File: config.mk
export PLATFORM = sky130hd
export DESIGN_NAME = ms_spanbuf_ctl_flat
export DESIGN_NICKNAME = d
export VERILOG_FILES = /design/src/rtl/ms_spanbuf_ctl_pkg.sv /design/src/rtl/ms_spanbuf_ctl_if.sv /design/src/rtl/ms_rb_ptr.sv /design/src/rtl/ms_spanbuf_ctl.sv /design/src/flat_wrapper.sv
export SDC_FILE = /design/constraint.sdc
export NUM_CORES = 1
export LEC_CHECK = 0
export CORE_MARGIN = 5
export CORE_UTILIZATION = 60
export DETAILED_ROUTE_END_ITERATION = 8
export PLACE_DENSITY = 0.86
export SLEW_MARGIN = 10
export SYNTH_ARGS = -nofsm -noshare
export SYNTH_HDL_FRONTEND = slang
export SYNTH_HIERARCHICAL = 1
export SYNTH_SLANG_ARGS = --single-unit
export TNS_END_PERCENT = 1
File: constraint.sdc
create_clock -name clock -period 5.8 [get_ports clock]
set_input_delay 1.16 -clock clock [delete_from_list [all_inputs] [get_ports clock]]
set_output_delay 1.16 -clock clock [all_outputs]
set_load 0.05 [all_outputs]
File: src/rtl/ms_spanbuf_ctl_pkg.sv
// Shared definitions for the memory-span buffer control slice.
//   DEPTH_DEF / BURST_DEF : default buffer depth and fill burst length
//   SEL_COLOR / SEL_Z     : buffer select encoding used on rq_sel / beat_sel
//   fill_state_e          : fill request FSM states
package ms_spanbuf_ctl_pkg;

   localparam int unsigned DEPTH_DEF = 16;
   localparam int unsigned BURST_DEF = 8;

   localparam logic SEL_COLOR = 1'b0;
   localparam logic SEL_Z     = 1'b1;

   typedef enum logic {
      ST_IDLE = 1'b0,
      ST_REQ  = 1'b1
   } fill_state_e;

endpackage

File: src/rtl/ms_spanbuf_ctl_if.sv
// RDRAM fill handshake between the span-buffer controller and the RDRAM
// interface.
//   rq_valid / rq_ready / rq_sel : 8-beat fill request and its target buffer
//   beat_valid / beat_sel        : returning data beat and its target buffer
// master = span-buffer controller, slave = RDRAM interface.
interface ms_spanbuf_ctl_if;

   logic rq_valid;
   logic rq_ready;
   logic rq_sel;
   logic beat_valid;
   logic beat_sel;

   modport master (
      output rq_valid, rq_sel,
      input  rq_ready, beat_valid, beat_sel
   );

   modport slave (
      input  rq_valid, rq_sel,
      output rq_ready, beat_valid, beat_sel
   );

endinterface

File: src/rtl/ms_rb_ptr.sv
// Per-buffer pointer/credit tracker for one span buffer (color or Z).
//   clock, reset_l : clock, async active-low reset
//   clr            : synchronous hold-at-reset (diagnostic test mode)
//   add_burst      : fill request accepted for this buffer
//   beat           : RDRAM beat addressed to this buffer
//   kill_we        : suppress the RAM strobe, pointers still advance
//   rd_req         : pipeline read request
//   we, addr       : RAM write strobe and shared write/read address
//   rd_grant       : read accepted this cycle; rd_valid one cycle later
//   eligible       : room for another full burst (count + credit)
//   wr_stall       : beat dropped (no credit or full)
//   rd_stall       : read requested but not granted
//   wptr_idx/rptr_idx : pointer index bits for debug capture
module ms_rb_ptr #(
   parameter int unsigned DEPTH = 16,
   parameter int unsigned BURST = 8
) (
   input  logic                       clock,
   input  logic                       reset_l,
   input  logic                       clr,
   input  logic                       add_burst,
   input  logic                       beat,
   input  logic                       kill_we,
   input  logic                       rd_req,
   output logic                       we,
   output logic [$clog2(DEPTH)-1:0]   addr,
   output logic                       rd_grant,
   output logic                       rd_valid,
   output logic                       eligible,
   output logic                       wr_stall,
   output logic                       rd_stall,
   output logic [$clog2(DEPTH)-1:0]   wptr_idx,
   output logic [$clog2(DEPTH)-1:0]   rptr_idx
);

   localparam int unsigned IW = $clog2(DEPTH);
   localparam int unsigned PW = IW + 1;
   localparam int unsigned FW = PW + 1;

   logic [PW-1:0] wptr;
   logic [PW-1:0] rptr;
   logic [PW-1:0] credit;
   logic [PW-1:0] count;
   logic [FW-1:0] fill;
   logic          full;
   logic          empty;
   logic          wr_ok;

   // Extra wrap bit makes wptr - rptr span 0..DEPTH without ambiguity.
   assign count = wptr - rptr;
   assign full  = (count == PW'(DEPTH));
   assign empty = (count == '0);
   assign fill  = {1'b0, count} + {1'b0, credit};

   assign eligible = (fill <= FW'(DEPTH - BURST));

   assign wr_ok    = beat && !clr && (credit != '0) && !full;
   // A beat to this buffer owns the shared address, even if it is dropped.
   assign rd_grant = rd_req && !clr && !empty && !beat;

   assign we       = wr_ok && !kill_we;
   assign addr     = wr_ok ? wptr[IW-1:0] : rptr[IW-1:0];
   assign wr_stall = beat && !wr_ok;
   assign rd_stall = rd_req && !rd_grant;

   assign wptr_idx = wptr[IW-1:0];
   assign rptr_idx = rptr[IW-1:0];

   always_ff @(posedge clock or negedge reset_l) begin
      if (!reset_l) begin
         wptr     <= '0;
         rptr     <= '0;
         credit   <= '0;
         rd_valid <= 1'b0;
      end else if (clr) begin
         wptr     <= '0;
         rptr     <= '0;
         credit   <= '0;
         rd_valid <= 1'b0;
      end else begin
         if (wr_ok)    wptr <= wptr + PW'(1);
         if (rd_grant) rptr <= rptr + PW'(1);
         credit   <= credit + (add_burst ? PW'(BURST) : '0) - (wr_ok ? PW'(1) : '0);
         rd_valid <= rd_grant;
      end
   end

endmodule

File: src/rtl/ms_spanbuf_ctl.sv
// Control stage for the color and Z span buffers.
//   clock, reset_l          : clock, async active-low reset
//   test_mode0              : hold pointers/credits/FSM at reset, no requests
//   test_mode1              : suppress we0/we1, pointers still advance
//   rb (master)             : RDRAM fill request and beat handshake
//   crd_req/zrd_req         : pipeline read requests
//   crd_valid/zrd_valid     : read data valid, one cycle after grant
//   we0/we1, addr0/addr1    : raw span-buffer strobes/addresses (combinational)
//   rb?{r,w}ptrd, stall??d  : registered debug copies for the status register
module ms_spanbuf_ctl
   import ms_spanbuf_ctl_pkg::*;
#(
   parameter int unsigned DEPTH = DEPTH_DEF,
   parameter int unsigned BURST = BURST_DEF
) (
   input  logic                       clock,
   input  logic                       reset_l,
   input  logic                       test_mode0,
   input  logic                       test_mode1,
   ms_spanbuf_ctl_if.master           rb,
   input  logic                       crd_req,
   input  logic                       zrd_req,
   output logic                       crd_valid,
   output logic                       zrd_valid,
   output logic                       we0,
   output logic                       we1,
   output logic [$clog2(DEPTH)-1:0]   addr0,
   output logic [$clog2(DEPTH)-1:0]   addr1,
   output logic [$clog2(DEPTH)-1:0]   rbcrptrd,
   output logic [$clog2(DEPTH)-1:0]   rbcwptrd,
   output logic [$clog2(DEPTH)-1:0]   rbzrptrd,
   output logic [$clog2(DEPTH)-1:0]   rbzwptrd,
   output logic                       stallcrd,
   output logic                       stallcwd,
   output logic                       stallzrd,
   output logic                       stallzwd
);

   localparam int unsigned IW = $clog2(DEPTH);

   fill_state_e state_q, state_d;
   logic        sel_q, sel_d;
   logic        rr_q, rr_d;
   logic        add_c, add_z;
   logic        rq_valid_c;

   logic          beat_c, beat_z;
   logic          elig_c, elig_z;
   logic          c_grant, z_grant;
   logic          c_wstall, c_rstall, z_wstall, z_rstall;
   logic [IW-1:0] c_widx, c_ridx, z_widx, z_ridx;

   assign beat_c = rb.beat_valid && (rb.beat_sel == SEL_COLOR);
   assign beat_z = rb.beat_valid && (rb.beat_sel == SEL_Z);

   ms_rb_ptr #(.DEPTH(DEPTH), .BURST(BURST)) u_cptr (
      .clock     (clock),
      .reset_l   (reset_l),
      .clr       (test_mode0),
      .add_burst (add_c),
      .beat      (beat_c),
      .kill_we   (test_mode1),
      .rd_req    (crd_req),
      .we        (we0),
      .addr      (addr0),
      .rd_grant  (c_grant),
      .rd_valid  (crd_valid),
      .eligible  (elig_c),
      .wr_stall  (c_wstall),
      .rd_stall  (c_rstall),
      .wptr_idx  (c_widx),
      .rptr_idx  (c_ridx)
   );

   ms_rb_ptr #(.DEPTH(DEPTH), .BURST(BURST)) u_zptr (
      .clock     (clock),
      .reset_l   (reset_l),
      .clr       (test_mode0),
      .add_burst (add_z),
      .beat      (beat_z),
      .kill_we   (test_mode1),
      .rd_req    (zrd_req),
      .we        (we1),
      .addr      (addr1),
      .rd_grant  (z_grant),
      .rd_valid  (zrd_valid),
      .eligible  (elig_z),
      .wr_stall  (z_wstall),
      .rd_stall  (z_rstall),
      .wptr_idx  (z_widx),
      .rptr_idx  (z_ridx)
   );

   always_comb begin
      state_d    = state_q;
      sel_d      = sel_q;
      rr_d       = rr_q;
      add_c      = 1'b0;
      add_z      = 1'b0;
      rq_valid_c = 1'b0;
      case (state_q)
         ST_IDLE: begin
            if (elig_c || elig_z) begin
               state_d = ST_REQ;
               if (elig_c && elig_z) sel_d = rr_q;
               else                  sel_d = elig_z ? SEL_Z : SEL_COLOR;
            end
         end
         ST_REQ: begin
            rq_valid_c = 1'b1;
            if (rb.rq_ready) begin
               add_c   = (sel_q == SEL_COLOR);
               add_z   = (sel_q == SEL_Z);
               rr_d    = ~rr_q;
               state_d = ST_IDLE;
            end
         end
         default: state_d = ST_IDLE;
      endcase
      // Test mode overrides everything, including an acceptance in this cycle.
      if (test_mode0) begin
         state_d    = ST_IDLE;
         sel_d      = SEL_COLOR;
         rr_d       = SEL_COLOR;
         add_c      = 1'b0;
         add_z      = 1'b0;
         rq_valid_c = 1'b0;
      end
   end

   always_ff @(posedge clock or negedge reset_l) begin
      if (!reset_l) begin
         state_q <= ST_IDLE;
         sel_q   <= SEL_COLOR;
         rr_q    <= SEL_COLOR;
      end else begin
         state_q <= state_d;
         sel_q   <= sel_d;
         rr_q    <= rr_d;
      end
   end

   assign rb.rq_valid = rq_valid_c;
   assign rb.rq_sel   = sel_q;

   always_ff @(posedge clock or negedge reset_l) begin
      if (!reset_l) begin
         rbcrptrd <= '0;
         rbcwptrd <= '0;
         rbzrptrd <= '0;
         rbzwptrd <= '0;
         stallcrd <= 1'b0;
         stallcwd <= 1'b0;
         stallzrd <= 1'b0;
         stallzwd <= 1'b0;
      end else begin
         rbcrptrd <= c_ridx;
         rbcwptrd <= c_widx;
         rbzrptrd <= z_ridx;
         rbzwptrd <= z_widx;
         stallcrd <= c_rstall;
         stallcwd <= c_wstall;
         stallzrd <= z_rstall;
         stallzwd <= z_wstall;
      end
   end

endmodule

File: src/flat_wrapper.sv
// flat-port wrapper written by rule: the top's interface ports become plain ports
module ms_spanbuf_ctl_flat import ms_spanbuf_ctl_pkg::*;
#(
   parameter int unsigned DEPTH = DEPTH_DEF,
   parameter int unsigned BURST = BURST_DEF
)
  (clock, reset_l, test_mode0, test_mode1, crd_req, zrd_req, crd_valid, zrd_valid, we0, we1, addr0, addr1, rbcrptrd, rbcwptrd, rbzrptrd, rbzwptrd, stallcrd, stallcwd, stallzrd, stallzwd, rb_rq_valid, rb_rq_sel, rb_rq_ready, rb_beat_valid, rb_beat_sel);
  ms_spanbuf_ctl_if rb_i ();
  input  logic clock;
  input  logic reset_l;
  input  logic test_mode0;
  input  logic test_mode1;
  input  logic crd_req;
  input  logic zrd_req;
  output logic crd_valid;
  output logic zrd_valid;
  output logic we0;
  output logic we1;
  output logic [$clog2(DEPTH)-1:0] addr0;
  output logic [$clog2(DEPTH)-1:0] addr1;
  output logic [$clog2(DEPTH)-1:0] rbcrptrd;
  output logic [$clog2(DEPTH)-1:0] rbcwptrd;
  output logic [$clog2(DEPTH)-1:0] rbzrptrd;
  output logic [$clog2(DEPTH)-1:0] rbzwptrd;
  output logic stallcrd;
  output logic stallcwd;
  output logic stallzrd;
  output logic stallzwd;
  output wire logic [$bits(rb_i.rq_valid)-1:0] rb_rq_valid;
  output wire logic [$bits(rb_i.rq_sel)-1:0] rb_rq_sel;
  input wire logic [$bits(rb_i.rq_ready)-1:0] rb_rq_ready;
  input wire logic [$bits(rb_i.beat_valid)-1:0] rb_beat_valid;
  input wire logic [$bits(rb_i.beat_sel)-1:0] rb_beat_sel;
  assign rb_rq_valid = rb_i.rq_valid;
  assign rb_rq_sel = rb_i.rq_sel;
  assign rb_i.rq_ready = rb_rq_ready;
  assign rb_i.beat_valid = rb_beat_valid;
  assign rb_i.beat_sel = rb_beat_sel;
  ms_spanbuf_ctl #(.DEPTH(DEPTH), .BURST(BURST)) u_core (.clock(clock), .reset_l(reset_l), .test_mode0(test_mode0), .test_mode1(test_mode1), .rb(rb_i), .crd_req(crd_req), .zrd_req(zrd_req), .crd_valid(crd_valid), .zrd_valid(zrd_valid), .we0(we0), .we1(we1), .addr0(addr0), .addr1(addr1), .rbcrptrd(rbcrptrd), .rbcwptrd(rbcwptrd), .rbzrptrd(rbzrptrd), .rbzwptrd(rbzwptrd), .stallcrd(stallcrd), .stallcwd(stallcwd), .stallzrd(stallzrd), .stallzwd(stallzwd));
endmodule
==> impl_metrics.tcl <==
set metrics [dict create \
    status "finished, final reports clean" \
    reg2reg_to "u_core/u_cptr/credit[2]$_DFF_PN0_" \
    syn_inst 330 \
    vias 2490 \
    dp_hpwl_mm 5.27 \
    synth.top_cells.by_count "dfrtp_1, inv_1, ha_1" \
    cts.htree.levels 2 \
    post-route-period-util_pct 86.8 \
    yosys_warnings 6 \
    leakagePower_nw 1.83 \
    r2r-start "u_core/u_cptr/wptr[0]$_DFFE_PN0P_" \
    stdcell_count 437 \
    root_buffer "clkbuf_8" \
    rows 27 \
    die_height_microns 86.0 \
    synthDistinctLibCells 39 \
    ys_seq_area_share_pct 39.7 \
    max_freq_mhz 199 \
    antennaDiodeCount 0 \
    cts_sinks 55 \
    rsz0062_at_grt "false" \
    drt_iter0_markers 174 \
    clock_latency_ns 0.31 \
    powerDensity_nw_per_um2 426 \
    gp_congestion 0.893 \
    clkTransAtPathRegs_ns 0.10 \
    finalHoldViolCount 0 \
    overflow 0 \
    dieArea_sq_um 7390 \
    min_period_ns 5.04 \
    final_util_pct 70.7 \
    hold_buffers 0 \
    worstSetupStartpointType "input port" \
    netlist_area_sq_um 3460 \
    hold_path_depth 0 \
    die_w_microns 86.0 \
    critPathKind "input port to primary output" \
    synthArstFlopShare_pct 100 \
    antenna_found_initial 0 \
    grt_pass1_vias 2524 \
    synth_nets 377 \
    cts_max_path_buffers 2 \
    drv_slew 0 \
    holdCritPathClass "flip-flop to flip-flop" \
    ff2ff_path_depth 14 \
    worstHoldStart "u_core/u_cptr/rptr[3]$_DFFE_PN0P_" \
    grt_use_total_pct 19.9 \
    yosysTopAreaCell "dfrtp_1" \
    cts_buffers 5 \
    synth_ff_type "dfrtp_1" \
    core_area_sq_um 5570 \
    worst_slew_pin_slew_ns 0.834 \
    slew_headroom_pct 44.3 \
    syn2layout_area_growth_pct 13.8 \
    drt-pass1-iter-count 4 \
    ant_nets 0 \
    grt_pass1_wl_mm 11.8 \
    tns_ns 0 \
    syn_area_per_cell_sq_um 10.5 \
    irDropWorstVdd_uv 236 \
    required_ns 4.64 \
    ios 43 \
    routedWlPerCell_microns 15.5 \
    maxCapViolations 0 \
    cts_setup_buffers 0 \
    start_util_pct 62.1 \
    drc 0 \
    io_buffers 42 \
    worstPathMaxFanout 5 \
    ctsResizeCount 0 \
    synth_most_common_cell "dfrtp_1" \
    dp.cells 429 \
    detail_route.vias_per_cell 5.70 \
    synth_edf_count 0 \
    grt_max_degree 56 \
    cts_tree "yes" \
    ys_top_cells_by_area "dfrtp_1, ha_1, mux2_4" \
    synth_top_area_share_pct 39.7 \
    crit_arrival_ns 3.88 \
    crit_path_end_kind "primary output" \
    reg2reg_slack_ns 2.14 \
    finClkSkew_ns 0.00577 \
    nNetsFinal 411 \
    hold_path_end "u_core/rbcrptrd[3]$_DFF_PN0_" \
    finalSetupViolCount 0 \
    wirelength_mm 6.76 \
    synth-seq-cells 55 \
    drive_gt1_share_pct 11.2 \
]
## how the worst max path moves through the flow
stage	startpoint	to	slack, ns
floorplan	rb_beat_valid	we0	1.82
global placement	rb_beat_sel	addr1[0]	0.84
detailed placement	rb_beat_valid	addr0[1]	0.77
CTS	rb_beat_valid	addr0[1]	0.77
global route	rb_beat_valid	addr0[1]	0.65
finish	rb_beat_valid	addr0[1]	0.76
## logic make-up after synthesis
family	count (synthesis)	synth area share, %
AND/OR/NAND/NOR	93	16.0
AO/OA/AOI/OAI	59	11.3
flip-flops	55	39.7
buffers and inverters	54	8.02
adder cells (fa/ha/maj)	38	15.0
multiplexers	16	6.14
XOR/XNOR	15	3.79
## cells in the final DEF (no fill, tap or decap), types with 6 or more instances in the layout
cell type,synthesis,layout
xor2_1,9,9
clkdlybuf4s50_1,0,39
nor2_1,16,16
or3_2,6,6
or3_1,7,7
a21oi_1,23,23
a21o_1,8,8
ha_1,32,32
dfrtp_1,55,55
xnor2_1,6,6
mux2_4,10,10
buf_4,16,7
nand2_1,9,9
nor2b_1,15,15
nand4_1,8,8
fa_1,6,6
nor3b_1,7,7
o21ai_0,16,16
inv_1,34,34
## layer usage
metal  vias up  part of all wire [%]  global-route usage, %
li1       1192                     -                      -
met1      1216                    45                   27.1
met2        76                    49                   32.9
met3         6                   5.2                   2.88
met4         0                   1.3                   6.19
met5         -                     0                      0
## report_power, final
group          switching, mW  internal [mW]  leakage, nW
logic                  0.550          0.400         1.03
registers             0.0676          0.446        0.748
clock network          0.128         0.0868       0.0485
## registers in the layout, summed over array words and instances (netlist names), 5 cells and up
signal                flops
u_core/u_cptr/credit      5
u_core/u_cptr/rptr        5
u_core/u_cptr/wptr        5
u_core/u_zptr/credit      5
u_core/u_zptr/rptr        5
u_core/u_zptr/wptr        5
## stage by stage
step                hold WS, ns  total power [mW]  area (sq um)  worst slack, ns
detailed placement        0.485              1.48          3850            0.770
global placement          0.472              1.41          3850            0.837
floorplan                 0.505              1.25          3460             1.82
finish                    0.503              1.68          3940            0.765
CTS                       0.508              1.69          3940            0.768
global route              0.517              1.82          3940            0.649
## final cells by class
type	count	area [sq um]
clock buffers	5	68.8
clock inverters	3	22.5
fillers	403	1630
inverters	34	128
multi-input cells	221	1810
flip-flops and latches	55	1380
well taps	72	90.1
repair buffers	47	448
## critical path, stage by stage
cell and delay (ns):
clkdlybuf4s50_1 0.47, nor2b_1 0.17, inv_1 0.08, a311oi_1 0.50
nor2b_2 0.45, mux2_4 0.33, clkdlybuf4s50_1 0.70
Power figures use the tool's default switching activity.
